<file path="src/rtl/timer_pkg.sv">
// Shared timer definitions: edge-select encoding, capture FIFO depth, edge decode helpers.
// No latency: types, constants and pure functions only.
// No flow control.
package timer_pkg;

   typedef enum logic [1:0] {
      EDGE_NONE = 2'b00,
      EDGE_RISE = 2'b01,
      EDGE_FALL = 2'b10,
      EDGE_BOTH = 2'b11
   } edge_sel_t;

   localparam int CAP_FIFO_DEPTH = 2;

   // True when the selection qualifies rising edges of the measured input.
   function automatic logic takes_rise(edge_sel_t s);
      return (s == EDGE_RISE) || (s == EDGE_BOTH);
   endfunction

   // True when the selection qualifies falling edges of the measured input.
   function automatic logic takes_fall(edge_sel_t s);
      return (s == EDGE_FALL) || (s == EDGE_BOTH);
   endfunction

endpackage

</file>
<file path="src/rtl/cap_fifo2.sv">
// Two-entry FIFO for captured intervals; head is always entry 0 and reads 0 when empty.
// Latency: a push into an empty FIFO is visible at head one cycle later.
// Backpressure: pop on empty is ignored; push on full is dropped unless popped in the same cycle.
module cap_fifo2
   import timer_pkg::*;
#(
   parameter int W = 4
) (
   input  logic         clk,
   input  logic         rst,
   input  logic         push,
   input  logic         pop,
   input  logic [W-1:0] din,
   output logic [W-1:0] head,
   output logic         full,
   output logic         empty
);

   localparam logic [1:0] FULL_CNT = 2'(CAP_FIFO_DEPTH);

   logic [W-1:0] e0;
   logic [W-1:0] e1;
   logic [1:0]   cnt;

   // Entry storage and occupancy; unoccupied slots are kept at zero so head reads 0 when empty.
   always_ff @(posedge clk or posedge rst) begin
      if (rst) begin
         e0  <= '0;
         e1  <= '0;
         cnt <= '0;
      end else begin
         case (cnt)
            2'd0: begin
               // Nothing to pop yet, so a concurrent pop is ignored.
               if (push) begin
                  e0  <= din;
                  cnt <= 2'd1;
               end
            end
            2'd1: begin
               if (push && pop) begin
                  e0 <= din;
               end else if (push) begin
                  e1  <= din;
                  cnt <= 2'd2;
               end else if (pop) begin
                  e0  <= '0;
                  cnt <= 2'd0;
               end
            end
            default: begin
               // Full: a push only lands when the head leaves in the same cycle.
               if (pop) begin
                  e0 <= e1;
                  if (push) begin
                     e1 <= din;
                  end else begin
                     e1  <= '0;
                     cnt <= 2'd1;
                  end
               end
            end
         endcase
      end
   end

   assign head  = e0;
   assign full  = (cnt == FULL_CNT);
   assign empty = (cnt == 2'd0);

endmodule

</file>
<file path="src/rtl/timer_capture.sv">
// Input capture: measures clk cycles between qualifying edges of async cap_in into a 2-entry FIFO.
// Latency: 3 rising edges from a cap_in change to the captured value appearing at cap_value.
// Backpressure: reader pops with rd_ack; a capture arriving while full is dropped and sets sticky overrun.
module timer_capture
   import timer_pkg::*;
#(
   parameter int BITS = 4
) (
   input  logic            clk,
   input  logic            rst,
   input  logic            enable,
   input  logic [1:0]      edge_sel,
   input  logic            cap_in,
   input  logic            rd_ack,
   input  logic            ovr_clr,
   output logic            cap_valid,
   output logic [BITS-1:0] cap_value,
   output logic            overrun
);

   localparam logic [BITS-1:0] SAT = '1;

   logic            s1;
   logic            s2;
   logic            s3;
   logic [BITS-1:0] elapsed;
   logic            armed;
   edge_sel_t       sel;
   logic            rise;
   logic            fall;
   logic            qe;
   logic            push;
   logic            drop;
   logic            fifo_full;
   logic            fifo_empty;
   logic [BITS-1:0] fifo_head;

   assign sel  = edge_sel_t'(edge_sel);
   assign rise = s2 & ~s3;
   assign fall = ~s2 & s3;
   assign qe   = enable & ((rise & takes_rise(sel)) | (fall & takes_fall(sel)));
   assign push = qe & armed;
   // When full the FIFO is non-empty, so rd_ack is always an accepted pop here.
   assign drop = push & fifo_full & ~rd_ack;

   // Two-flop synchroniser plus a third flop holding the previous synchronised level.
   always_ff @(posedge clk or posedge rst) begin
      if (rst) begin
         s1 <= 1'b0;
         s2 <= 1'b0;
         s3 <= 1'b0;
      end else begin
         s1 <= cap_in;
         s2 <= s1;
         s3 <= s2;
      end
   end

   // Interval counter restarts at 1 on each qualifying edge, saturates instead of wrapping.
   always_ff @(posedge clk or posedge rst) begin
      if (rst) begin
         elapsed <= '0;
         armed   <= 1'b0;
      end else if (!enable) begin
         elapsed <= '0;
         armed   <= 1'b0;
      end else if (qe) begin
         elapsed <= BITS'(1);
         armed   <= 1'b1;
      end else if (elapsed != SAT) begin
         elapsed <= elapsed + 1'b1;
      end
   end

   // Sticky overrun; a new drop outranks a clear in the same cycle.
   always_ff @(posedge clk or posedge rst) begin
      if (rst) begin
         overrun <= 1'b0;
      end else if (drop) begin
         overrun <= 1'b1;
      end else if (ovr_clr) begin
         overrun <= 1'b0;
      end
   end

   cap_fifo2 #(
      .W(BITS)
   ) u_fifo (
      .clk   (clk),
      .rst   (rst),
      .push  (push),
      .pop   (rd_ack),
      .din   (elapsed),
      .head  (fifo_head),
      .full  (fifo_full),
      .empty (fifo_empty)
   );

   assign cap_valid = ~fifo_empty;
   assign cap_value = fifo_head;

endmodule

</file>
<file path="config.mk">
export PLATFORM = sky130hd
export DESIGN_NAME = timer_capture
export DESIGN_NICKNAME = d
export VERILOG_FILES = /design/src/rtl/timer_pkg.sv /design/src/rtl/cap_fifo2.sv /design/src/rtl/timer_capture.sv
export SDC_FILE = /design/constraint.sdc
export NUM_CORES = 1
export LEC_CHECK = 0
export BUFFER_PORTS_ARGS = -buffer_cell sky130_fd_sc_hd__buf_2
export CORE_ASPECT_RATIO = 0.7
export CORE_MARGIN = 8
export CORE_UTILIZATION = 45
export DETAILED_ROUTE_END_ITERATION = 7
export HOLD_SLACK_MARGIN = 0.06
export PLACE_DENSITY = 0.62
export SYNTH_ARGS = -nofsm -noshare
export SYNTH_HDL_FRONTEND = slang
export SYNTH_SLANG_ARGS = --single-unit
</file>
<file path="constraint.sdc">
create_clock -name clk -period 4.33 [get_ports clk]
set_input_delay 0.6495 -clock clk [delete_from_list [all_inputs] [get_ports clk]]
set_output_delay 0.6495 -clock clk [all_outputs]
set_load 0.01 [all_outputs]
</file>
* After elaboration in Yosys (flattened, before gate mapping)
Index checks and enable logic that the tools add are counted.
Word-level totals: bits in registers 19, bits of input ports 8, output and inout bits 6, logic and storage cells 72
Operators by class: equal/unequal tests 15, bitwise gates (word level) 13, add/sub/neg operators 1, reductions and logical operators 10, mux-type cells 24
Operator list (count):
- 4-bit 2-to-1 mux | 11
- 4-bit one-hot mux with 2 select lines | 2
- 2-bit 2-to-1 mux | 6
- 1-bit bitwise AND | 8
- 4-bit AND reduction | 2
- 2-bit equality test (second input constant) | 3
- 2-bit inequality test (second input constant) | 3
- 3-bit by 1-bit inequality test with 1-bit output (second input constant) | 2
- 3-bit by 2-bit inequality test with 1-bit output (second input constant) | 2
- 5-bit AND reduction | 1
- 4-bit by 1-bit adder with 4-bit output (second input constant) | 1
- 2-bit by 1-bit equality test with 1-bit output (second input constant) | 2
- 1-bit 2-to-1 mux | 4
- 4-bit inequality test (second input constant) | 1
- 1-bit inverter | 4
- 2-bit one-hot mux with 2 select lines | 1
- 2-bit nonzero test | 2
- 3-bit inequality test (second input constant) | 1
- 3-bit nonzero test | 1
- 2-bit logical NOT | 1
- 1-bit logical OR | 2
- 2-bit by 1-bit inequality test with 1-bit output (second input constant) | 1
- 1-bit logical AND | 1
- 1-bit OR | 1

* Depth between registers and ports, before layout
word-level depth 9, gate-level depth with buffers 4, depth with buffers taken out 4

* Modules after synthesis
A second synthesis with hierarchy kept.
Unflattened totals: cells, all modules 95, area total of the unflattened synthesis 1002.2 um^2
Modules (own cells, without submodules):
- cap_fifo2 | area an instance 618.1 um^2, sequential area each 250.2 um^2, cells an instance 61, instances 1
- timer_capture | area an instance 384.1 um^2, sequential area each 225.2 um^2, cells an instance 34, instances 1

* Worst setup path before layout
Ideal clock, no wire load.
path kind input to register, start in edge_sel[1], end reg u_fifo.e1[0], arrival time 1.605 ns, stages on the path 4, setup slack 2.599 ns, path buffers 0, cells stage by stage nand3b_4 -> a2111oi_4 -> nor3b_1 -> a221o_1
Between the ends: longest elaborated chain between the ends 9
RTL lines:
- start: declaration | line timer_capture.sv:12 | input logic [1:0] edge_sel,
- 2-bit by 1-bit equality test with 1-bit output (tied with other cells) | line timer_pkg.sv:17 | return (s == EDGE_RISE) || (s == EDGE_BOTH);
- 1-bit logical OR, on equally long branches | line timer_pkg.sv:17, timer_pkg.sv:22
- 1-bit bitwise AND | line timer_capture.sv:41 | assign qe = enable & ((rise & takes_rise(sel)) | (fall & takes_fall(sel)));
- 1-bit OR * | line timer_capture.sv:41
- 1-bit bitwise AND * | line timer_capture.sv:41
- 1-bit bitwise AND * | line timer_capture.sv:42 | assign push = qe & armed;
- 4-bit 2-to-1 mux or 1-bit logical AND (tied branches) | line cap_fifo2.sv:55, cap_fifo2.sv:41
- 4-bit 2-to-1 mux or 2-bit inequality test (tied branches)
- 4-bit one-hot mux with 2 select lines or 4-bit AND reduction (tied branches)
- end signal: assignment | line cap_fifo2.sv:44 | e1 <= din;
- end signal: assignment | line cap_fifo2.sv:56 | e1 <= din;
- end: declaration | line cap_fifo2.sv:22 | logic [W-1:0] e1;
Mark *: on every way between the ends. The rest lies on a longest branch, timed or not. The select of a mux whose other input is x is not followed. A chain may end at the register's enable or synchronous reset.

* Worst setup path after layout
start reg u_fifo.cnt[1], end out cap_valid
Between the ends: longest elaborated chain between the ends 2
RTL lines:
- start: declaration | line cap_fifo2.sv:23 | logic [1:0] cnt;
- start signal: assignment | line cap_fifo2.sv:30 | cnt <= '0;
- start signal: assignment | line cap_fifo2.sv:37 | cnt <= 2'd1;
- start signal: assignment | line cap_fifo2.sv:45 | cnt <= 2'd2;
- 2-bit logical NOT | line cap_fifo2.sv:69 | assign empty = (cnt == 2'd0);
- 1-bit inverter (no source line)
- end: declaration | line timer_capture.sv:16 | output logic cap_valid,
No other way between the ends.

==> summary.md <==
| Metric | Value |
|---|---|
| Net Count, Synth | `100` |
| Mux share of post-synthesis cell area | `1.03%` |
| Residual DRC | `0` |
| NumNets Final | `116` |
| Port Buffers | `13` |
| Clk_lat worst skew | `0.29 ns` |
| First-pass GRT wire length | `3.64 mm` |
| Die H | `54.9 um` |
| Pwr/cell area | `344 nW/um^2` |
| Syn avg cell area | `10.7 um^2` |
| Setup_tns | `0 ns` |
| Die Width | `71.6 um` |
| # fillers | `197` |
| Combinational share of power | `19.8%` |
| Critical Path AT | `1.45 ns` |
| Drt wl/cell | `16.0 um` |
| Final worst path period need | `2.10 ns` |
| Synth Cell Area | `975 um^2` |
| Clock root buffer | `clkbuf_4` |
| CP endpoint kind | `primary output` |
| Worst IR Drop VDD | `0.000160 V` |
| Synth top area cells | `dfrtp_1, a221o_1, nand3b_4, a22o_1, a31oi_1` |
| Vias post-DR | `764` |
| # rows | `14` |
| Post-synth EDFFs | `0` |
| GRT Util Overall | `12.0%` |
| Inserted Clock Buffers | `3` |
| IO Count | `14` |
| Part of the power in registers | `56.6%` |
| Leak | `0.513 nW` |
| ANT cells | `0` |
| Worst-path clk slew | `0.10 ns` |
| CP max stage cell | `dfrtp_1` |
| Iter 0 DRT Violations | `57` |
| Vias per Instance | `5.88` |
| Slew HR | `52.9%` |
| Overflow left after global routing | `0` |
| Setup Crit Path Kind | `register to primary output` |
| Largest family of logic cells by synthesized area | `compound AO/OA/AOI/OAI gates` |
| Largest net degree at the start of global routing | `22` |
| Initial Util | `46.4%` |
| Slew @ Worst Pin | `0.706 ns` |
| Die Area | `3940 um^2` |
| Setup crit start kind | `register` |
| Crit-path max FO | `21` |
| TritonRoute pass-1 iters | `4` |
| CTS Buffer Depth | `2` |
| Int Pwr | `0.267 mW` |
| Synth Area in Adders | `1.28%` |
| Final ANT Viol Nets | `0` |
| Status | `complete, no violations` |
| Xor-xnor portion of the synthesized cell area | `0.899%` |
| Slowest Stage Delay on Critical Path | `0.61 ns` |
| Main synth FF type | `dfrtp_1` |
| Synthesis Warnings | `0` |
| Post-CTS setup buffer count | `0` |
| Core Footprint | `2100 um^2` |
| Max Cap Violations | `0` |
| Compound-Gate Fraction of Synth Area | `24.3%` |
| Vias in the first global route | `781` |
| H-Tree Level Count | `1` |
| Period utilization | `48.5%` |
| Switching Share | `28.7%` |
| Post-Synthesis Cells | `91` |
| Setup ws final | `2.23 ns` |
| Req. time, crit path | `3.68 ns` |
| #FFs+latches synth | `19` |
| CTS tree | `done` |
| Clock Skews | `0.00355 ns` |
| Synth cell types | `28` |
| Simple-Gate Fraction of Synth Area | `21.8%` |
| Psw | `0.107 mW` |
| Share of layout cells above drive strength 1 | `20.8%` |
| Clk sinks | `19` |
| Pre-CTS setup slack | `2.28 ns` |
| Final Wtd Congestion | `0.738` |
| Leading area contributor after synthesis | `dfrtp_1` |
| Synth async-reset ratio | `100%` |
| Sequential share of the synthesized area | `48.8%` |
| Top cell type's share of synthesized area | `48.8%` |
| Clock power frac | `23.5%` |
| Cell chain of the critical path | `or2_2 -> buf_2` |
| CTS Hold Bufs | `0` |
| Hold crit path type | `register to register` |
| Max-slew violation count | `0` |
| Fmax | `476 MHz` |
| Final hold vios | `0` |
| Resized cells post-CTS | `0` |
| RSZ-0062 raised after global routing | `false` |
| Hpwl dp | `1.52 mm` |
| Initial antenna violation count | `0` |
| Synth-to-layout area growth | `11.7%` |
| Setup violators final | `0` |
| Routed WL | `2.08 mm` |
## layout make-up
cell class                 instances  area, um^2  share of cell area (%)
tap                               24        30.0                    2.76
inverter                           3        11.3                    1.03
timing repair buffer              13        65.1                    5.98
multi-input combinational         67         480                    44.1
clock buffer                       4        26.3                    2.41
sequential                        19         475                    43.7
## registers in the layout, indices dropped and copies added (netlist names)
name and cells:
s1 1, armed 1, s3 1, overrun 1, u_fifo.e1 4, s2 1
u_fifo.head 4, u_fifo.cnt 2, elapsed 4
## final timing paths
check | from | slack (ns) | cells past startpoint | end
min in group asynchronous | rst | 0.45 | 2 | overrun$_DFFE_PP0P_
setup / recovery | u_fifo.cnt[1]$_DFFE_PP0P_ | 2.23 | 2 | cap_valid
hold / removal | s1$_DFF_PP0_ | 0.37 | 0 | s2$_DFF_PP0_
max in group asynchronous | rst | 3.43 | 2 | s3$_DFF_PP0_
hold reg to reg | s1$_DFF_PP0_ | 0.37 | 0 | s2$_DFF_PP0_
setup reg to reg | u_fifo.cnt[1]$_DFFE_PP0P_ | 2.43 | 4 | u_fifo.head[3]$_DFFE_PP0P_
## placed cells by master, fill, tap and decap left out, drive strengths merged, types with 5 or more instances in the layout
cell   instances
nand2          7
nor3           6
a221o          5
buf           13
o21ai          6
dfrtp         19
nor2b          5
a31oi          5
## power by group through the flow
stage               Clock, mW  Combinational (mW)  Sequential (mW)
finish                 0.0881              0.0743            0.212
floorplan                   0              0.0367            0.222
global route            0.101              0.0831            0.216
global placement            0              0.0731            0.216
detailed placement          0              0.0755            0.216
CTS                    0.0922              0.0757            0.212
## synth_stat cells (all sizes together) (3+ instances only)
master  number
nor3b        4
nand3        3
dfrtp       19
nor2         4
nor2b        5
a31oi        5
a221o        5
a211oi       3
nor3         6
nand2        7
a22o         4
o21ai        6
## worst max-delay path: cells and delay by family (launching register included)
family / cells / cell delay, ns
buffers and inverters: 1 / 0.15
flip-flops: 1 / 0.61
AND/OR/NAND/NOR: 1 / 0.41
## routing by layer
metal,up-vias,part of all wire [%],track usage (%)
met4,0,0.63,4.04
met5,-,0,0
met2,9,44,19.4
li1,375,-,-
met1,378,50,14.5
met3,2,4.8,4.86
## stage by stage
| step | utilization, % | total power, mW | cell area, um^2 | std cells | hold slack (ns) |
|---|---|---|---|---|---|
| floorplan | - | 0.258 | 975 | 91 | 0.331 |
| global placement | 50.5 | 0.289 | 1060 | 126 | 0.334 |
| detailed placement | 50.5 | 0.291 | 1060 | 126 | 0.343 |
| CTS | 51.8 | 0.380 | 1090 | 130 | 0.367 |
| global route | 51.8 | 0.399 | 1090 | 130 | 0.383 |
| finish | 51.8 | 0.374 | 1090 | 130 | 0.368 |
## logic make-up (layout without fill, tap and decap cells)
kind of cell | after synthesis | count (layout)
AND/OR/NAND/NOR | 35 | 35
adder cells (fa/ha/maj) | 1 | 1
multiplexers | 1 | 1
XOR/XNOR | 1 | 1
AO/OA/AOI/OAI | 29 | 29
buffers and inverters | 5 | 20
flip-flops | 19 | 19
Note: power is estimated with default switching activity, not from simulation.
